$ cat src/rtl/driver_motor_persiana.sv
// Motor driver behind the blind position FSM: turns subir/bajar level requests
// into motor enable/direction, with dead time, end-stop inhibit and run timeout.
module driver_motor_persiana #(
    parameter int DEAD_CYCLES    = 4,
    parameter int TIMEOUT_CYCLES = 1000,
    parameter int CNT_W          = 16
) (
    input  logic reloj,
    input  logic reset,
    input  logic subir,
    input  logic bajar,
    input  logic Ssup,
    input  logic Sinf,
    input  logic clr_fault,
    output logic motor_en,
    output logic motor_dir,
    output logic fault,
    output logic busy
);

    typedef enum logic [2:0] {
        S_IDLE  = 3'd0,
        S_UP    = 3'd1,
        S_DOWN  = 3'd2,
        S_DEAD  = 3'd3,
        S_FAULT = 3'd4
    } state_t;

    localparam logic [CNT_W-1:0] RUN_LAST  = CNT_W'(TIMEOUT_CYCLES - 1);
    localparam logic [CNT_W-1:0] DEAD_LAST = CNT_W'(DEAD_CYCLES - 1);

    // Requests are levels held by the upstream FSM; there is no handshake, a
    // run lasts exactly as long as its request stays asserted and unopposed.
    state_t           state;
    logic [CNT_W-1:0] run_cnt;
    logic [CNT_W-1:0] dead_cnt;

    logic start_up;
    logic start_down;
    logic stop_up;
    logic stop_down;
    logic fault_ack;

    assign start_up   = subir & ~bajar & ~Ssup;
    assign start_down = bajar & ~subir & ~Sinf;
    assign stop_up    = ~subir | bajar | Ssup;
    assign stop_down  = ~bajar | subir | Sinf;
    assign fault_ack  = clr_fault & ~subir & ~bajar;

    always_ff @(posedge reloj or posedge reset) begin
        if (reset) begin
            state     <= S_IDLE;
            run_cnt   <= '0;
            dead_cnt  <= '0;
            motor_dir <= 1'b0;
        end else begin
            case (state)
                S_IDLE: begin
                    if (start_up) begin
                        state     <= S_UP;
                        motor_dir <= 1'b1;
                        run_cnt   <= '0;
                    end else if (start_down) begin
                        state     <= S_DOWN;
                        motor_dir <= 1'b0;
                        run_cnt   <= '0;
                    end
                end
                S_UP: begin
                    // Stop wins over timeout when both fall on the same edge.
                    if (stop_up) begin
                        state    <= S_DEAD;
                        dead_cnt <= '0;
                    end else if (run_cnt == RUN_LAST) begin
                        state <= S_FAULT;
                    end else begin
                        run_cnt <= run_cnt + 1'b1;
                    end
                end
                S_DOWN: begin
                    if (stop_down) begin
                        state    <= S_DEAD;
                        dead_cnt <= '0;
                    end else if (run_cnt == RUN_LAST) begin
                        state <= S_FAULT;
                    end else begin
                        run_cnt <= run_cnt + 1'b1;
                    end
                end
                S_DEAD: begin
                    if (dead_cnt == DEAD_LAST) begin
                        state <= S_IDLE;
                    end else begin
                        dead_cnt <= dead_cnt + 1'b1;
                    end
                end
                S_FAULT: begin
                    // Leaving through DEAD keeps the off gap before any restart.
                    if (fault_ack) begin
                        state    <= S_DEAD;
                        dead_cnt <= '0;
                    end
                end
                default: begin
                    state <= S_IDLE;
                end
            endcase
        end
    end

    assign motor_en = (state == S_UP) || (state == S_DOWN);
    assign fault    = (state == S_FAULT);
    assign busy     = (state != S_IDLE);

endmodule

$ cat config.mk
export PLATFORM = sky130hd
export DESIGN_NAME = driver_motor_persiana
export DESIGN_NICKNAME = d
export VERILOG_FILES = /design/src/rtl/driver_motor_persiana.sv
export SDC_FILE = /design/constraint.sdc
export NUM_CORES = 1
export LEC_CHECK = 0
export ABC_AREA = 1
export BUFFER_PORTS_ARGS = -buffer_cell sky130_fd_sc_hd__buf_2
export CAP_MARGIN = 20
export CORE_ASPECT_RATIO = 0.7
export CORE_MARGIN = 2
export CORE_UTILIZATION = 62
export CTS_BUF_LIST = sky130_fd_sc_hd__clkbuf_16
export DETAILED_ROUTE_END_ITERATION = 7
export PLACE_DENSITY_LB_ADDON = 0.25
export SLEW_MARGIN = 20
export SYNTH_ARGS = -nofsm -noshare
export SYNTH_HDL_FRONTEND = slang
export SYNTH_SLANG_ARGS = --single-unit
$ cat constraint.sdc
create_clock -name reloj -period 2.32 [get_ports reloj]
set_input_delay 0 -clock reloj [delete_from_list [all_inputs] [get_ports reloj]]
set_output_delay 0 -clock reloj [all_outputs]
set_load 0.01 [all_outputs]
==> metrics.txt, run 1 <==
via count=2583; CTS tree=built; critical path data arrival time=1950 ps; CP max FO=16; DRT iter0 DRCs=283; Remaining DRCs=0; nets=422; Ys Warns=0; FP Rows=19; Total Neg Setup Slack=0 ps; largest net degree at the start of global routing=25; I/O pins=11; Post-CTS Setup Bufs=0; Placed Area=0.00265 mm^2; power density cells=891 mW/mm^2; Worst Path Required=2540 ps; worst clock skew=7.16 ps; synthesized net count=407; Skew-Pair Late Insertion Delay=280 ps; Max IR drop VDD=0.000610 V; sequential area share after synthesis=35.2%; delay-heaviest family, CP=simple AND/OR/NAND/NOR gates; startpoint types=register; Post-synth EDFFs=0; H-tree depth=2; IO buf count=10; Seq cells post-synth=36; Gate Count Post-Synth=398; f_max=0.578 GHz; initial antenna violation count=0; register area=901 um^2; Layout area overhead=9.19%; final design utilization=70.8%; Worst Tran Pin Value=580 ps; vias in the first global route=2342; Slew headroom=61.0%; initial cell density of the core=64.9%; RSZ-0062 raised after global routing=false; most frequent cell after synthesis=nand2_1; Routed WL=6170 um; critical path, cell by cell=ha_1 -> nand3_1 -> nor2_1 -> nand3_2 -> nand3_4 -> nand2_1 -> nand2_1; post-route clock period utilization=74.6%; global-route wire length before repair=10800 um; first drt pass iteration count=6; clk sinks=36; GPL Wtd Cong=0.923; Detail Placement HPWL=4430 um; vias per inst=5.55; post-route cell area=0.00280 mm^2; CORE AREA=0.00395 mm^2; Crit path buffers/inverters=0; top post-synthesis cells by area=dfrtp_1 (35%), nand2_1 (23%), nor2_1 (8.2%); Max-cap violations=0; post-synth top area share=35.2%; WHS Path Cells=3; Post-CTS Resized=0; post-route minimum period=1730 ps; status=complete, no violations; number of fill cells=332; TritonCTS buffer count=5; asr flop ratio synth=100%; share of layout cells above drive strength 1=10.7%; CP most frequent cell=nand2_1; Die W=80.8 um; final setup fails=0; Post-Syn Area=0.00256 mm^2; total gr overflow=0; Max stage delay on crit path=430 ps; Hold Crit Class=in -> reg; met3 wire length=527 um; CP Depth=7; WL met1=3000 um; Fin Hold WS=153 ps; synth unique cells=26; Setup CP Type=reg -> reg; FF-to-FF path depth=7; antenna-violating nets left=0; Multi-input gate area=0.00145 mm^2; Commonest cells post-synth=nand2_1 (159), nor2_1 (56), nand3_1 (40); DR WL met2=2550 um; antenna cell count=0; Die Area=0.00467 mm^2; Global Route Usage Sum=29.9%; Leak=1.46 nW; Final Hold Viols=0; slowest CP cell=dfrtp_1; max layer used=met4; Die H=57.8 um; WL/cell=13.3 um; clock slew at reported path FFs=60 ps; syn_area_per_cell=6.43 um^2; CTS root buffer=clkbuf_16; Top FF cell, synth=dfrtp_1; largest area contributor in the netlist=dfrtp_1; CTS max path bufs=2; CP endpoint kind=register; fin. max-slew vios=0
per-layer routing:
metal / up-vias / GRT usage (%)
met5: - / 0
met4: 0 / 7.75
met3: 14 / 5.30
met2: 133 / 44.3
met1: 1155 / 45.6
li1: 1281 / -
state kept, by name (all words and copies together) (netlist names):
signal	cells
dead_cnt	16
run_cnt	16
state	3
motor_dir	1
worst register-to-register path, stage by stage, from the launching register on:
cell and delay [ps]:
dfrtp_1 430, ha_1 300, nand3_1 100, nor2_1 260, nand3_2 170, nand3_4 220
nand2_1 90, nand2_1 80
layout make-up:
cell class / instances / share of cell area [%]
Multi-Input combinational cell: 312 / 51.8
Sequential cell: 36 / 32.2
Inverter: 45 / 6.04
Clock buffer: 5 / 4.48
Timing Repair Buffer: 13 / 2.69
Tap cell: 52 / 2.33
Clock inverter: 2 / 0.448
final timing paths:
check	startpoint	to	slack (ps)
setup / recovery	run_cnt[0]	run_cnt[1]	590
hold reg to reg	dead_cnt[14]	dead_cnt[14]	500
max in group asynchronous	reset	dead_cnt[12]	1300
hold / removal	Ssup	motor_dir	150
setup reg to reg	run_cnt[0]	run_cnt[1]	590
min in group asynchronous	reset	state[2]	300
per-stage QoR:
| stage | instances | total power [mW] | worst slack [ps] |
|---|---|---|---|
| after global placement | 457 | 1.79 | 690 |
| after detailed placement | 457 | 1.82 | 651 |
| final | 465 | 2.49 | 590 |
| after floorplan | 398 | 1.63 | 839 |
| after global routing | 465 | 2.65 | 420 |
| after CTS | 465 | 2.48 | 610 |
cells in the final DEF, fill, tap and decap left out:
| cell type | instances |
|---|---|
| clkinv_2 | 1 |
| nor2_4 | 4 |
| a21oi_1 | 1 |
| o21bai_1 | 4 |
| nand3b_1 | 3 |
| buf_2 | 10 |
| nand3_1 | 40 |
| nand3_4 | 2 |
| inv_2 | 7 |
| nor3_2 | 1 |
| nor3_1 | 3 |
| xor2_1 | 4 |
| inv_1 | 38 |
| clkinvlp_4 | 1 |
| or2_2 | 3 |
| buf_4 | 2 |
| nand3_2 | 2 |
| nand2_2 | 1 |
| a31o_2 | 2 |
| xnor2_1 | 2 |
| nand4_1 | 15 |
| nor2_1 | 56 |
| nor2_2 | 3 |
| dfrtp_1 | 36 |
| nand2_1 | 159 |
| ha_1 | 2 |
| o21ai_0 | 5 |
| clkbuf_16 | 5 |
| dlygate4sd3_1 | 1 |
cells by family after synthesis:
logic type | Yosys count | share of synthesized area [%]
simple gates | 292 | 50.5
buf+inv | 50 | 8.26
flops | 36 | 35.2
compound gates | 12 | 3.03
xor+xnor | 6 | 2.05
fa+ha+maj | 2 | 0.977
power by group:
| part | switching, mW | internal [mW] | leakage, nW |
|---|---|---|---|
| logic | 0.744 | 0.287 | 0.906 |
| registers | 0.106 | 0.707 | 0.490 |
| clock network | 0.256 | 0.389 | 0.0657 |
repair_timing:
item                                    4_1_cts  5_1_grt
endpoints found under the hold margin        12        0
endpoints found under the setup margin        0        0
hold buffers                                  1        0
(Power assumes the default switching activity.)
==> run 2, diff against run 1 <==
--- a/config.mk
+++ b/config.mk
@@ -10,7 +10,7 @@
 export CAP_MARGIN = 20
 export CORE_ASPECT_RATIO = 0.7
 export CORE_MARGIN = 2
-export CORE_UTILIZATION = 62
+export CORE_UTILIZATION = 56
 export CTS_BUF_LIST = sky130_fd_sc_hd__clkbuf_16
 export DETAILED_ROUTE_END_ITERATION = 7
 export PLACE_DENSITY_LB_ADDON = 0.25
==> constraint.sdc (replaced) <==
create_clock -name reloj -period 1.4 [get_ports reloj]
set_input_delay 0 -clock reloj [delete_from_list [all_inputs] [get_ports reloj]]
set_output_delay 0 -clock reloj [all_outputs]
set_load 0.01 [all_outputs]
==> metrics.txt, run 2 (synthesized netlist as in run 1, its figures left out) <==
status=complete, but fails checks; failing checks=setup timing; vias per inst=5.74 (+3.3%); CTS root buffer=clkbuf_16; vias in the first global route=2941 (+26%); initial antenna violation count=0 (unchanged); Global Route Usage Sum=33.5% (+3.6 points); I/O pins=11 (unchanged); critical path data arrival time=1670 ps (-280 ps); TritonCTS buffer count=5 (unchanged); Fin Hold WS=155 ps (+2.49 ps); CTS tree=built; most common cell after layout, fill and taps aside=nand2_1; Skew-Pair Late Insertion Delay=290 ps (about the same); via count=3054 (+18%); CORE AREA=0.00438 mm^2 (+11%); first drt pass iteration count=5 (-1); Die W=84.8 um (+5.0%); IO buf count=10 (unchanged); worst clock skew=7.62 ps (+0.460 ps); Slew headroom=66.6% (+5.6 points); Worst Tran Pin Value=500 ps (-79.7 ps); nets=485 (+15%); post-route worst setup slack=-102 ps (-691 ps); global-route wire length before repair=13300 um (+23%); RSZ-0062 raised after global routing=true; f_max=0.666 GHz (+15%); post-route clock period utilization=107% (+33 points); Die H=60.6 um (+4.9%); antenna cell count=0 (unchanged); Max IR drop VDD=0.00132 V (+120%); Layout area overhead=39.7%; Leak=1.83 nW (+25%); clk sinks=36 (unchanged); antenna-violating nets left=0 (unchanged); GPL Wtd Cong=0.922 (about the same); Routed WL=8460 um (+37%); Final Hold Viols=0 (unchanged); Detail Placement HPWL=4880 um (+10%); Remaining DRCs=0 (unchanged); CTS max path bufs=2 (unchanged); CP endpoint kind=register; total gr overflow=0 (unchanged); startpoint types=register; final setup fails=34 (+34); DRT iter0 DRCs=305 (+7.8%); Setup CP Type=reg -> reg; fin. max-slew vios=0 (unchanged); Hold Crit Class=in -> reg; WL/cell=15.9 um (+20%); top flop regs=dead_cnt (16), run_cnt (16), state (3); most frequent cells in the layout=nand2_1 (136), buf_4 (60), nor2_1 (39); power density cells=1590 mW/mm^2 (+78%); H-tree depth=2 (unchanged); Max-cap violations=0 (unchanged); initial cell density of the core=58.5% (-6.4 points); largest net degree at the start of global routing=37 (+48%); Die Area=0.00514 mm^2 (+10%); overall power=5.67 mW (+130%); Worst Path Required=1570 ps (-970 ps); share of layout cells above drive strength 1=34.0% (+23 points); clock slew at reported path FFs=60 ps (about the same); Total Neg Setup Slack=-1910 ps (-1910 ps); post-route minimum period=1500 ps (-229 ps); FP Rows=20 (+1); CP max FO=8 (-8)
## run 2: changes by cell type in the layout (fill, tap and decap cells not counted), sizes merged
cell      delta
buf         +61
nand3        +2
clkinv       +1
bufinv       +1
clkinvlp     -1
## run 2: layout make-up
cell class / count / area, um^2
Multi-Input combinational cell: 314 / 1720
Sequential cell: 36 / 906
Fill cell: 252 / 803
Timing Repair Buffer: 74 / 551
Inverter: 45 / 171
Clock buffer: 5 / 125
Tap cell: 55 / 68.8
Clock inverter: 3 / 37.5
## run 2: power breakdown
group,total [mW],internal [mW],switching (mW)
combinational,3.02,1.22,1.80
clock,1.27,0.828,0.444
sequential,1.38,1.18,0.199
## run 2: repair_timing
action / in CTS / in global routing
setup buffers: 14 / 4
resized for setup: 48 / 30
hold buffers: 1 / 0
endpoints found under the setup margin: 34 / 37
hold endpoints to repair: 36 / 0
pin swaps: 16 / 9
gates cloned: 2 / 0
## run 2: path summary, 6_finish.rpt
path / start / to / slack [ps] / depth (start not counted)
max reg2reg: state[0] / run_cnt[12] / -100 / 8
max in group asynchronous: reset / state[1] / 640 / 4
min in group asynchronous: reset / dead_cnt[12] / 370 / 4
min reg2reg: dead_cnt[15] / dead_cnt[15] / 510 / 2
min: Ssup / motor_dir / 160 / 3
max: state[0] / run_cnt[12] / -100 / 8
## run 2: worst max-delay path, stage by stage (launching register included)
cell and delay [ps]:
dfrtp_2 450, buf_4 150, nor2_4 50, nand2_2 80, nand2_2 100, nor2_4 200, nand3_4 180, nand2_1 100
nand2_1 70
## run 2: layer usage
layer | vias up | track usage (%) | share of wire [%]
met5 | - | 0 | 0
met4 | 0 | 15.6 | 4.0
met3 | 47 | 7.62 | 11
met2 | 224 | 53.9 | 44
met1 | 1370 | 44.1 | 41
li1 | 1413 | - | -
## run 2: stage by stage
| stage | setup WS [ps] | cell area (um^2) | instances | util [%] |
|---|---|---|---|---|
| floorplan | 11.7 | 2570 | 398 | - |
| global placement | -74.3 | 3000 | 504 | 68.4 |
| detailed placement | -114 | 3000 | 504 | 68.4 |
| CTS | -35.9 | 3450 | 528 | 78.9 |
| global route | -210 | 3580 | 532 | 81.7 |
| finish | -102 | 3580 | 532 | 81.7 |
==> run 3, diff against run 2 <==
--- a/config.mk
+++ b/config.mk
@@ -8,11 +8,14 @@
 export ABC_AREA = 1
 export BUFFER_PORTS_ARGS = -buffer_cell sky130_fd_sc_hd__buf_2
 export CAP_MARGIN = 20
+export CELL_PAD_IN_SITES_DETAIL_PLACEMENT = 1
+export CELL_PAD_IN_SITES_GLOBAL_PLACEMENT = 1
 export CORE_ASPECT_RATIO = 0.7
 export CORE_MARGIN = 2
-export CORE_UTILIZATION = 56
+export CORE_UTILIZATION = 40
 export CTS_BUF_LIST = sky130_fd_sc_hd__clkbuf_16
 export DETAILED_ROUTE_END_ITERATION = 7
+export HOLD_SLACK_MARGIN = 0.08
 export PLACE_DENSITY_LB_ADDON = 0.25
 export SLEW_MARGIN = 20
 export SYNTH_ARGS = -nofsm -noshare
==> metrics.txt, run 3 (synthesized netlist as in run 1, its figures left out) <==
WL/cell=22.5 um (+41%); FF-to-FF path depth=8 (unchanged); fin. max-slew vios=0 (unchanged); CTS max path bufs=2 (unchanged); worst clock skew=16.9 ps (+9.32 ps); Skew-Pair Late Insertion Delay=290 ps (about the same); vias in the first global route=3228 (+9.8%); overall power=6.23 mW (+9.9%); Remaining DRCs=0 (unchanged); most frequent cells in the layout=nand2_1 (126), buf_4 (65), nor2_1 (43); initial antenna violation count=0 (unchanged); I/O pins=11 (unchanged); startpoint types=register; Detail Placement HPWL=6330 um (+30%); vias per inst=5.98 (+4.1%); total gr overflow=0 (unchanged); TritonCTS buffer count=5 (unchanged); power density cells=1670 mW/mm^2 (+5.4%); status=complete, but fails checks; global-route wire length before repair=16200 um (+22%); failing checks=setup timing; antenna cell count=0 (unchanged); CP max FO=8 (unchanged); most common cell after layout, fill and taps aside=nand2_1; Clk network pwr share=18.1% (-4.3 points); FP Rows=24 (+20%); placed cell count=534 (+6.0%); Die W=99.6 um (+17%); post-route worst setup slack=-308 ps (-207 ps); Global Route Usage Sum=29.4% (-4.1 points); switching part of the total=48.9% (+5.8 points); top flop regs=dead_cnt (16), run_cnt (16), state (3); Die Area=0.00707 mm^2 (+38%); final setup fails=38 (+12%); Slew headroom=65.8% (-0.88 points); Worst Path Required=1570 ps (about the same); WHS Path Cells=4 (+1); Worst Tran Pin Value=514 ps (+13.2 ps); register-to-register setup slack=-310 ps (-210 ps); sequential share of power=23.1% (-1.2 points); post-route clock period utilization=122% (+15 points); Die H=70.9 um (+17%); f_max=0.585 GHz (-12%); combinational share of power=58.8% (+5.5 points); HP Start=Sinf; Setup WS pre-CTS=-206 ps (-92.2 ps); H-tree depth=2 (unchanged); Leak=1.89 nW (+3.5%); Hold Crit Class=in -> reg; Int Pwr=3.18 mW (-1.3%); clock slew at reported path FFs=70 ps (about the same); share of layout cells above drive strength 1=37.5% (+3.6 points); CP endpoint kind=register; Fin Hold WS=252 ps (+96.9 ps); switching power total=3.05 mW (+25%); worst hold endpoint=motor_dir; Max IR drop VDD=0.000744 V (-44%); nets=494 (+1.9%); Setup CP Type=reg -> reg; CORE AREA=0.00622 mm^2 (+42%); clk sinks=36 (unchanged); Total Neg Setup Slack=-8640 ps (-6730 ps); GPL Wtd Cong=0.865 (-6.2%); Layout area overhead=45.7%; critical path data arrival time=1880 ps (+210 ps); post-route minimum period=1710 ps (+207 ps); largest net degree at the start of global routing=37 (unchanged); Critical R2R Capture=run_cnt[0]; Routed WL=12600 um (+49%); IO buf count=10 (unchanged); initial cell density of the core=41.2% (-17 points); first drt pass iteration count=4 (-1); DRT iter0 DRCs=327 (+7.2%); Max-cap violations=0 (unchanged); Final Hold Viols=0 (unchanged); via count=3365 (+10%); Cell Count, Final, Fillers Out=563 (+5.8%); RSZ-0062 raised after global routing=true; r2r startpoint=state[1]; CTS root buffer=clkbuf_16; CTS tree=built; antenna-violating nets left=0 (unchanged)
-- run 3: cell count changes in the layout (fill, tap and decap cells not counted), moves of 2 or more --
cell	before	now
nand3_1	34	32
nand2_1	136	126
buf_4	60	65
nand2_2	23	27
buf_6	4	6
nor2_2	10	7
nor2_1	39	43
clkinv_1	2	0
nand2_4	1	7
-- run 3: power groups by stage --
stage / Combinational (mW) / Sequential, mW / Clock, mW
6_report: 3.67 / 1.44 / 1.13
5_1_grt: 3.78 / 1.44 / 1.16
4_1_cts: 2.84 / 1.35 / 1.10
3_5_place_dp: 2.24 / 1.34 / 0
3_3_place_gp: 2.16 / 1.33 / 0
2_1_floorplan: 1.40 / 1.32 / 0
-- run 3: metal layers --
layer  vias up  global-route usage (%)  part of all wire [%]
met2       208                    50.5                    48
met1      1665                    38.7                    40
met5         -                       0                     0
met4         0                    7.61                   4.1
met3        61                    4.94                   8.1
li1       1431                       -                     -
-- run 3: critical path, cell delays in order, from the launching register on --
cell	delay, ps
dfrtp_2	500
buf_4	160
nand3_2	130
nand2_2	150
buf_4	130
buf_4	150
nand3_4	180
nand2_1	140
nand2_1	60
-- run 3: stage by stage --
| stage | utilization [%] | cell area [um^2] |
|---|---|---|
| 2_1_floorplan | - | 2570 |
| 3_3_place_gp | 49.5 | 3080 |
| 3_5_place_dp | 49.5 | 3080 |
| 4_1_cts | 55.9 | 3470 |
| 5_1_grt | 60.0 | 3730 |
| 6_report | 60.0 | 3730 |
-- run 3: final cells by class --
cell class | instances | area [um^2]
fillers | 806 | 2490
clock inverters | 2 | 8.76
multi-input cells | 314 | 1780
inverters | 45 | 174
flip-flops and latches | 36 | 907
well taps | 78 | 97.6
repair buffers | 83 | 636
clock buffers | 5 | 125
-- run 3: worst max-delay path by stage --
stage                              end         from  slack, ps  depth (start not counted)
after floorplan            dead_cnt[5]     state[1]         10                          8
after CTS                   run_cnt[8]     state[1]        -80                          8
final                       run_cnt[0]     state[1]       -310                          8
after global placement    dead_cnt[10]  dead_cnt[0]       -100                          8
after detailed placement    run_cnt[8]     state[2]       -210                          9
after global routing        run_cnt[1]     state[1]       -330                          8
-- run 3: repair_timing --
| item | in CTS | in global routing |
|---|---|---|
| resized for setup | 38 | 60 |
| buffers inserted | 12 | 7 |
| pin swaps | 14 | 27 |
| cloned | 2 | 0 |
| hold buffers | 1 | 0 |
| endpoints found under the setup margin | 35 | 37 |
| hold endpoints to repair | 36 | 0 |
